[src/rtl/adder_pkg.sv]
// rtl/adder_pkg.sv - shared types and constants for the nibble-serial adder
package adder_pkg;

    localparam int NIBBLE_W = 4;

    typedef enum logic [1:0] {
        IDLE = 2'd0,
        RUN  = 2'd1,
        DONE = 2'd2
    } state_t;

endpackage

[src/rtl/nibble_add_slice.sv]
// rtl/nibble_add_slice.sv - combinational 4-bit adder slice with carry in/out
module nibble_add_slice
    import adder_pkg::*;
(
    input  logic [NIBBLE_W-1:0] a,
    input  logic [NIBBLE_W-1:0] b,
    input  logic                cin,
    output logic [NIBBLE_W-1:0] s,
    output logic                cout
);

    logic [NIBBLE_W:0] total;

    assign total = {1'b0, a} + {1'b0, b} + {{NIBBLE_W{1'b0}}, cin};
    assign s     = total[NIBBLE_W-1:0];
    assign cout  = total[NIBBLE_W];

endmodule

[src/rtl/nibble_serial_adder.sv]
// rtl/nibble_serial_adder.sv - WIDTH-bit adder sequenced one nibble per clock; ADDER_SUB_EN adds subtract
module nibble_serial_adder
    import adder_pkg::*;
#(
    parameter int WIDTH = 16
) (
    input  logic             clk,
    input  logic             rst_n,
    input  logic             start,
    input  logic [WIDTH-1:0] a,
    input  logic [WIDTH-1:0] b,
`ifdef ADDER_SUB_EN
    input  logic             sub,
`endif
    output logic             busy,
    output logic             done,
    output logic [WIDTH:0]   sum
);

    localparam int N     = WIDTH / NIBBLE_W;
    localparam int CNT_W = (N > 1) ? $clog2(N) : 1;

    state_t                         state_q;
    logic [CNT_W-1:0]               cnt_q;
    logic                           carry_q;
    logic [N-1:0][NIBBLE_W-1:0]     a_q;
    logic [N-1:0][NIBBLE_W-1:0]     b_q;
    logic [N-1:0][NIBBLE_W-1:0]     acc_q;
    logic [N-1:0][NIBBLE_W-1:0]     acc_d;
    logic [WIDTH:0]                 sum_q;
    logic                           busy_q;
    logic                           done_q;

    logic [NIBBLE_W-1:0]            slice_a;
    logic [NIBBLE_W-1:0]            slice_b;
    logic [NIBBLE_W-1:0]            slice_s;
    logic                           slice_cout;
    logic                           carry_seed;
    logic                           last_nibble;

`ifdef ADDER_SUB_EN
    logic                           sub_q;

    // Subtraction is a + ~b + 1: invert b per nibble, seed carry with 1.
    assign slice_b    = b_q[cnt_q] ^ {NIBBLE_W{sub_q}};
    assign carry_seed = sub;
`else
    assign slice_b    = b_q[cnt_q];
    assign carry_seed = 1'b0;
`endif

    assign slice_a     = a_q[cnt_q];
    assign last_nibble = (cnt_q == CNT_W'(N - 1));

    nibble_add_slice u_slice (
        .a    (slice_a),
        .b    (slice_b),
        .cin  (carry_q),
        .s    (slice_s),
        .cout (slice_cout)
    );

    always_comb begin
        acc_d        = acc_q;
        acc_d[cnt_q] = slice_s;
    end

    always_ff @(posedge clk or negedge rst_n) begin
        if (!rst_n) begin
            state_q <= IDLE;
            cnt_q   <= '0;
            carry_q <= 1'b0;
            a_q     <= '0;
            b_q     <= '0;
            acc_q   <= '0;
            sum_q   <= '0;
            busy_q  <= 1'b0;
            done_q  <= 1'b0;
`ifdef ADDER_SUB_EN
            sub_q   <= 1'b0;
`endif
        end else begin
            case (state_q)
                IDLE, DONE: begin
                    done_q <= 1'b0;
                    if (start) begin
                        a_q     <= a;
                        b_q     <= b;
`ifdef ADDER_SUB_EN
                        sub_q   <= sub;
`endif
                        cnt_q   <= '0;
                        carry_q <= carry_seed;
                        busy_q  <= 1'b1;
                        state_q <= RUN;
                    end else begin
                        state_q <= IDLE;
                    end
                end
                RUN: begin
                    acc_q   <= acc_d;
                    carry_q <= slice_cout;
                    if (last_nibble) begin
                        cnt_q   <= '0;
                        sum_q   <= {slice_cout, acc_d};
                        busy_q  <= 1'b0;
                        done_q  <= 1'b1;
                        state_q <= DONE;
                    end else begin
                        cnt_q   <= cnt_q + CNT_W'(1);
                    end
                end
                default: begin
                    busy_q  <= 1'b0;
                    done_q  <= 1'b0;
                    state_q <= IDLE;
                end
            endcase
        end
    end

    assign busy = busy_q;
    assign done = done_q;
    assign sum  = sum_q;

endmodule

[config.mk]
export PLATFORM = sky130hd
export DESIGN_NAME = nibble_serial_adder
export DESIGN_NICKNAME = d
export VERILOG_FILES = /design/src/rtl/adder_pkg.sv /design/src/rtl/nibble_add_slice.sv /design/src/rtl/nibble_serial_adder.sv
export SDC_FILE = /design/constraint.sdc
export NUM_CORES = 1
export LEC_CHECK = 0
export ABC_AREA = 1
export ABC_CLOCK_PERIOD_IN_PS = 6480
export BUFFER_PORTS_ARGS = -buffer_cell sky130_fd_sc_hd__buf_2
export CAP_MARGIN = 20
export CORE_ASPECT_RATIO = 0.7
export CORE_MARGIN = 1
export CORE_UTILIZATION = 60
export CTS_CLUSTER_SIZE = 8
export DETAILED_ROUTE_END_ITERATION = 8
export PLACE_DENSITY = 0.8
export REMOVE_ABC_BUFFERS = 1
export SETUP_SLACK_MARGIN = 0.05
export SYNTH_ARGS = -nofsm -noshare
export SYNTH_HDL_FRONTEND = slang
export SYNTH_SLANG_ARGS = --single-unit
[constraint.sdc]
create_clock -name clk -period 6.48 [get_ports clk]
set_input_delay 0.972 -clock clk [delete_from_list [all_inputs] [get_ports clk]]
set_output_delay 0.972 -clock clk [all_outputs]
set_load 0.005 [all_outputs]
# Yosys cells after proc, flatten, opt, wreduce, memory -nomap -nowiden
# Index checks and enable logic that the tools add are counted.
# word_totals
out_inout_bits	19
mem_bits_rw	0
rom_bits	0
latch_bits	0
input_bits	35
register_bits	72
memories	0
# classes
multipliers	0
n_reduce_logical	8
bitwise_logic	0
shifts	0
n_div	0
add_sub_neg	3
eq_ne	5
n_lt_le_gt_ge	2
n_mux	20
# op_table
cell	count
$bmux W4 S2	2
$bwmux W16	1
$mux W4	3
$demux W4 S2	1
$pmux W2 S2	2
$reduce_and A2 Y1	4
$mux W1	6
$mux W2	3
$add A4 B4 Y5	1
$add A5 B1 Y5	1
$eq A2 B2 Y1 const B	2
$ne A2 B2 Y1 const B	2
$pmux W1 S2	2
$lt A2 B3 Y1 const B	1
$add A2 B1 Y2 const B	1
$eq A2 B1 Y1 const B	1
$ge A2 B1 Y1 const B	1
$logic_not A2 Y1	1
$reduce_bool A2 Y1	1
$reduce_or A2 Y1	1
$logic_and A1 B1 Y1	1

# Logic depth before layout (Yosys ltp)
# logic_depth
word_depth	5
ltp_mapped	12
depth_no_buf	10

# Cells and area by module
# From an unflattened synthesis, not the netlist that was laid out.
# unflattened
cells_unflattened	477
area_unflattened_um2	3550.9
# by_module_without_submodules
module	seq_area_each_um2	area_each_um2	n_inst	cells_per_inst
nibble_serial_adder	1751.7	3385.7	1	452
nibble_add_slice	0.0	165.2	1	25

# Worst setup path before layout
# No wires, ideal clock.
# synth_timing
path_kind	reg2reg
startpoint	reg cnt_q[0]
endpoint	reg acc_q[2] (netlist name)
setup_time_ns	0.128
n_path_buf	2
slack_ns	4.077
path_stages_with_launch	12
required_ns	6.352
arrival_time_ns	2.275
path_cell_list	dfrtp_1 > buf_2 > inv_1 > buf_4 > nor2_1 > o22ai_1 > fa_1 > fa_1 > xnor2_1 > nand2_1 > o21ai_0 > o21ai_0
# synth_via
elab_chain_len	5
word_cells_on_any_way	12
cone_classes	2 x add/sub; 2 x order compare; 7 x mux; 1 x reduce/logical
# synth_lines
item	line	text
start: declaration	nibble_serial_adder.sv:24	logic [CNT_W-1:0] cnt_q;
start signal: assignment	nibble_serial_adder.sv:110	cnt_q <= cnt_q + CNT_W'(1);
$bmux W4 S2, or another cell as far along	nibble_serial_adder.sv:52	assign slice_a = a_q[cnt_q];
$mux W4 (implied by the code), or another cell as far along	nibble_serial_adder.sv:52	
$add A4 B4 Y5 / $mux W4 (equally long branches)	nibble_add_slice.sv:14, nibble_serial_adder.sv:65	
$add A5 B1 Y5 / $demux W4 S2 (equally long branches)	nibble_add_slice.sv:14, nibble_serial_adder.sv:65	
$bwmux W16 (*)	nibble_serial_adder.sv:65	acc_d[cnt_q] = slice_s;
end signal: assignment	nibble_serial_adder.sv:75	acc_q <= '0;
end signal: assignment	nibble_serial_adder.sv:101	acc_q <= acc_d;
end: declaration	nibble_serial_adder.sv:28	logic [N-1:0][NIBBLE_W-1:0] acc_q;
# Every way passes the cells marked *; elsewhere a longest branch is shown, timed or not. The select of a mux whose other input is x is not followed.
# A chain may end at the register's enable or synchronous reset.

# Worst setup path after layout
# layout_timing
startpoint	reg cnt_q[0]
endpoint	reg sum_q[2] (netlist: sum[2])
# layout_via
elab_chain_len	5
word_cells_on_any_way	14
cone_classes	2 x add/sub; 2 x order compare; 1 x eq/ne; 7 x mux; 2 x reduce/logical
# layout_lines
item	line	text
$bmux W4 S2, or another cell as far along	nibble_serial_adder.sv:52	
$mux W4 (implied by the code), or another cell as far along	nibble_serial_adder.sv:52	
$add A4 B4 Y5 / $mux W4 (equally long branches)	nibble_add_slice.sv:14, nibble_serial_adder.sv:65	
$add A5 B1 Y5 / $demux W4 S2 (equally long branches)	nibble_add_slice.sv:14, nibble_serial_adder.sv:65	
$bwmux W16	nibble_serial_adder.sv:65	
end signal: assignment	nibble_serial_adder.sv:105	sum_q <= {slice_cout, acc_d};
end: declaration	nibble_serial_adder.sv:30	logic [WIDTH:0] sum_q;
# Parallel ways exist; a longest one is shown, timed or not. The select of a mux whose other input is x is not followed.

==> metrics.txt <==
status finished clean; Int Pwr 1.323 mW; fin crit period 3.122 ns; Core Region 4913 um2; row count 21; remaining antenna violation count 0; Final Max Tran Viols 0; P_leak 1.904 nW; DRT iter0 DRCs 129; sequential fraction of the synthesis area 52.99%; most frequent CP cell o21ai_0; power per cell area 609.5 nW/um2; I/O Buffers 53; die extent in y 62.76 um; initial antenna violation count 0; gr usage total 27.70%; DP Wirelength 4.295 mm; filler instances 349; final non-filler cell total 428; Worst slew margin 46.03%; combinational power share 48.3%; Reg clk slew, reported paths 0.07 ns; ant diodes 0; Final #Nets 398; synth warn 0; CTS resizes 0; wire per inst 15.11 um; Setup crit start kind flip-flop; Setup CP Type reg -> reg; pin count of the biggest net entering global routing 68; final worst setup slack 3.358 ns; TritonCTS clock tree done; Remaining Overflow, GRT 0; post-route cell area 3665 um2; worst path bufs/invs 1; sequential power share 34.4%; Max VDD drop 438.4 uV; Synth Instances 301; Netlist cell types 24; Peak Freq 0.3203 GHz; Placer Congestion 0.8253; Die X 88.80 um; critical path capture point type flip-flop; fin crit share 48.19%; Switching Fraction 40.78%; clock power share 17.3%; Hold Vio Cnt, Final 0; DR DRC count 0; worst-path fanout max 21; Crit path largest cell delay 0.71 ns; setup_tns 0 ns; flops & latches, synth 67; Avg Cell Area, Syn 10.51 um2; Psw 0.9109 mW; data arrival time of the worst path 3.35 ns; # setup viols final 0; # Post-CTS Setup Buffers 0; Max H-tree Level 3; Hold WC Path Type reg -> reg; CP cell instances inv_1, o21ai_0, o22ai_1, fa_1, fa_1, xnor2_1, nand2_1, o21ai_0, o21ai_0; Max-Cap Viols 0; footprint of the multi-input gates 1350 um2; worst slack, placed 3.420 ns; Clock Sinks 67; Root Buffer clkbuf_8; Sequential Area 1677 um2; first-pass GRT wire length 11.32 mm; Area Overhead vs Synth 15.82%; number of global-route vias before repair 2357; TritonCTS buffer count 9; share of layout cells above drive strength 1 30.92%; Critical Path RT 6.70 ns; RSZ-0062 raised after global routing false; area post-placement 3438 um2; drt pass-1 iters 4; Synth Cell Area 3164 um2; Initial Util 64.40%; Critical-path top delay cell dfrtp_1; routed vias 2316; Die ar. 5573 um2; I/O pin total 54; Top Family by Delay on Critical Path adder cells; Post-CTS Hold Buffers 0; skew final 0.007972 ns; Post-Place Cells 412; routed wire length 6.465 mm; Clk Latency, worst-skew pair 0.35 ns; DR vias/cell 5.411; Slew @ Worst Pin 0.8096 ns; Clock Path Buffers 2
[cell families (layout without fill, tap and decap cells)]
| family | count (synthesis) | after routing | share of synthesized area, % |
|---|---|---|---|
| AND/OR/NAND/NOR | 117 | 117 | 15.86 |
| buffers and inverters | 26 | 84 | 4.349 |
| XOR/XNOR | 1 | 1 | 0.2768 |
| flip-flops | 67 | 67 | 52.99 |
| AO/OA/AOI/OAI | 49 | 49 | 8.146 |
| adder cells (fa/ha/maj) | 9 | 9 | 4.033 |
| multiplexers | 32 | 32 | 14.35 |
[synthesized netlist by cell type]
master | instances | area share (%)
ha_1 | 7 | 2.8
nand3_1 | 15 | 2.4
or2_1 | 2 | 0.40
buf_6 | 4 | 1.4
buf_4 | 1 | 0.24
mux2_2 | 7 | 2.5
o21ai_0 | 37 | 5.9
o21ai_1 | 1 | 0.16
o22ai_1 | 8 | 1.6
clkbuf_1 | 2 | 0.24
inv_2 | 3 | 0.36
nor2_8 | 1 | 0.63
nand2_4 | 2 | 0.71
or2_2 | 3 | 0.59
mux2_4 | 25 | 12
buf_2 | 5 | 0.79
xnor2_1 | 1 | 0.28
inv_1 | 11 | 1.3
nand2_1 | 77 | 9.1
a21oi_1 | 2 | 0.32
fa_1 | 2 | 1.3
nor2_1 | 17 | 2.0
o21bai_1 | 1 | 0.24
dfrtp_1 | 67 | 53
[worst paths after layout]
path / start / endpoint / slack, ns / depth (start not counted)
worst max-delay path: cnt_q[0] / sum[2] / 3.36 / 9
worst min-delay path: busy / busy / 0.48 / 2
worst max register to register: cnt_q[0] / sum[2] / 3.36 / 9
worst min register to register: busy / busy / 0.48 / 2
max in group asynchronous: rst_n / acc_q[5] / 5.16 / 2
min in group asynchronous: rst_n / a_q[2] / 0.80 / 2
[area by class of cell]
class	instances	area share [%]
Sequential cell	67	45.75
Multi-Input combinational cell	208	36.84
Timing Repair Buffer	54	7.443
Clock buffer	10	3.756
Clock inverter	6	2.424
Tap cell	69	2.356
Inverter	14	1.434
[tightest hold or removal path, delay by kind of cell (launching register included)]
family        cells  cell delay (ns)
simple gates      2             0.10
flops             1             0.35
[power by group through the flow]
| stage | registers (mW) | logic [mW] | clock network, mW |
|---|---|---|---|
| detailed placement | 0.765 | 1.07 | 0 |
| floorplan | 0.726 | 0.799 | 0 |
| CTS | 0.765 | 1.08 | 0.393 |
| finish | 0.767 | 1.08 | 0.387 |
| global placement | 0.760 | 1.02 | 0 |
| global route | 0.791 | 1.24 | 0.412 |
[sequential cells by signal, summed over array words and instances (netlist names)]
signal / flops
busy: 1
a_q: 16
state_q: 2
sum: 17
b_q: 16
acc_q: 12
carry_q: 1
cnt_q: 2
[stage by stage]
step / util (%) / hold slack [ns] / power [mW]
finish: 74.59 / 0.4784 / 2.234
global placement: 69.98 / 0.4548 / 1.778
floorplan: - / 0.4417 / 1.525
global route: 74.59 / 0.4991 / 2.445
CTS: 74.59 / 0.4789 / 2.236
detailed placement: 69.98 / 0.4596 / 1.831
[cells in the final DEF (no fill, tap or decap)]
cell / netlist / routed
nand2_1: 77 / 77
dfrtp_1: 67 / 67
buf_2: 5 / 53
o21ai_0: 37 / 37
mux2_4: 25 / 25
nor2_1: 17 / 17
nand3_1: 15 / 15
inv_1: 11 / 11
clkbuf_8: 0 / 10
o22ai_1: 8 / 8
mux2_2: 7 / 7
ha_1: 7 / 7
inv_2: 3 / 3
or2_2: 3 / 3
a21oi_1: 2 / 2
nand2_4: 2 / 2
or2_1: 2 / 2
fa_1: 2 / 2
clkinvlp_4: 0 / 2
bufinv_16: 0 / 2
nor2_8: 1 / 1
xnor2_1: 1 / 1
o21ai_1: 1 / 1
o21bai_1: 1 / 1
clkinv_2: 0 / 1
clkinv_4: 0 / 1
buf_4: 1 / 1
[per-layer routing]
metal,share of wire [%],routed length [um],track usage (%),up-vias
li1,-,-,-,1109
met1,47,3067,39.41,1114
met2,44,2821,40.58,79
met3,7.0,450,8.190,14
met4,1.9,125,9.476,0
met5,0,0,0,-
No activity file was read; power rests on OpenSTA's default activity.
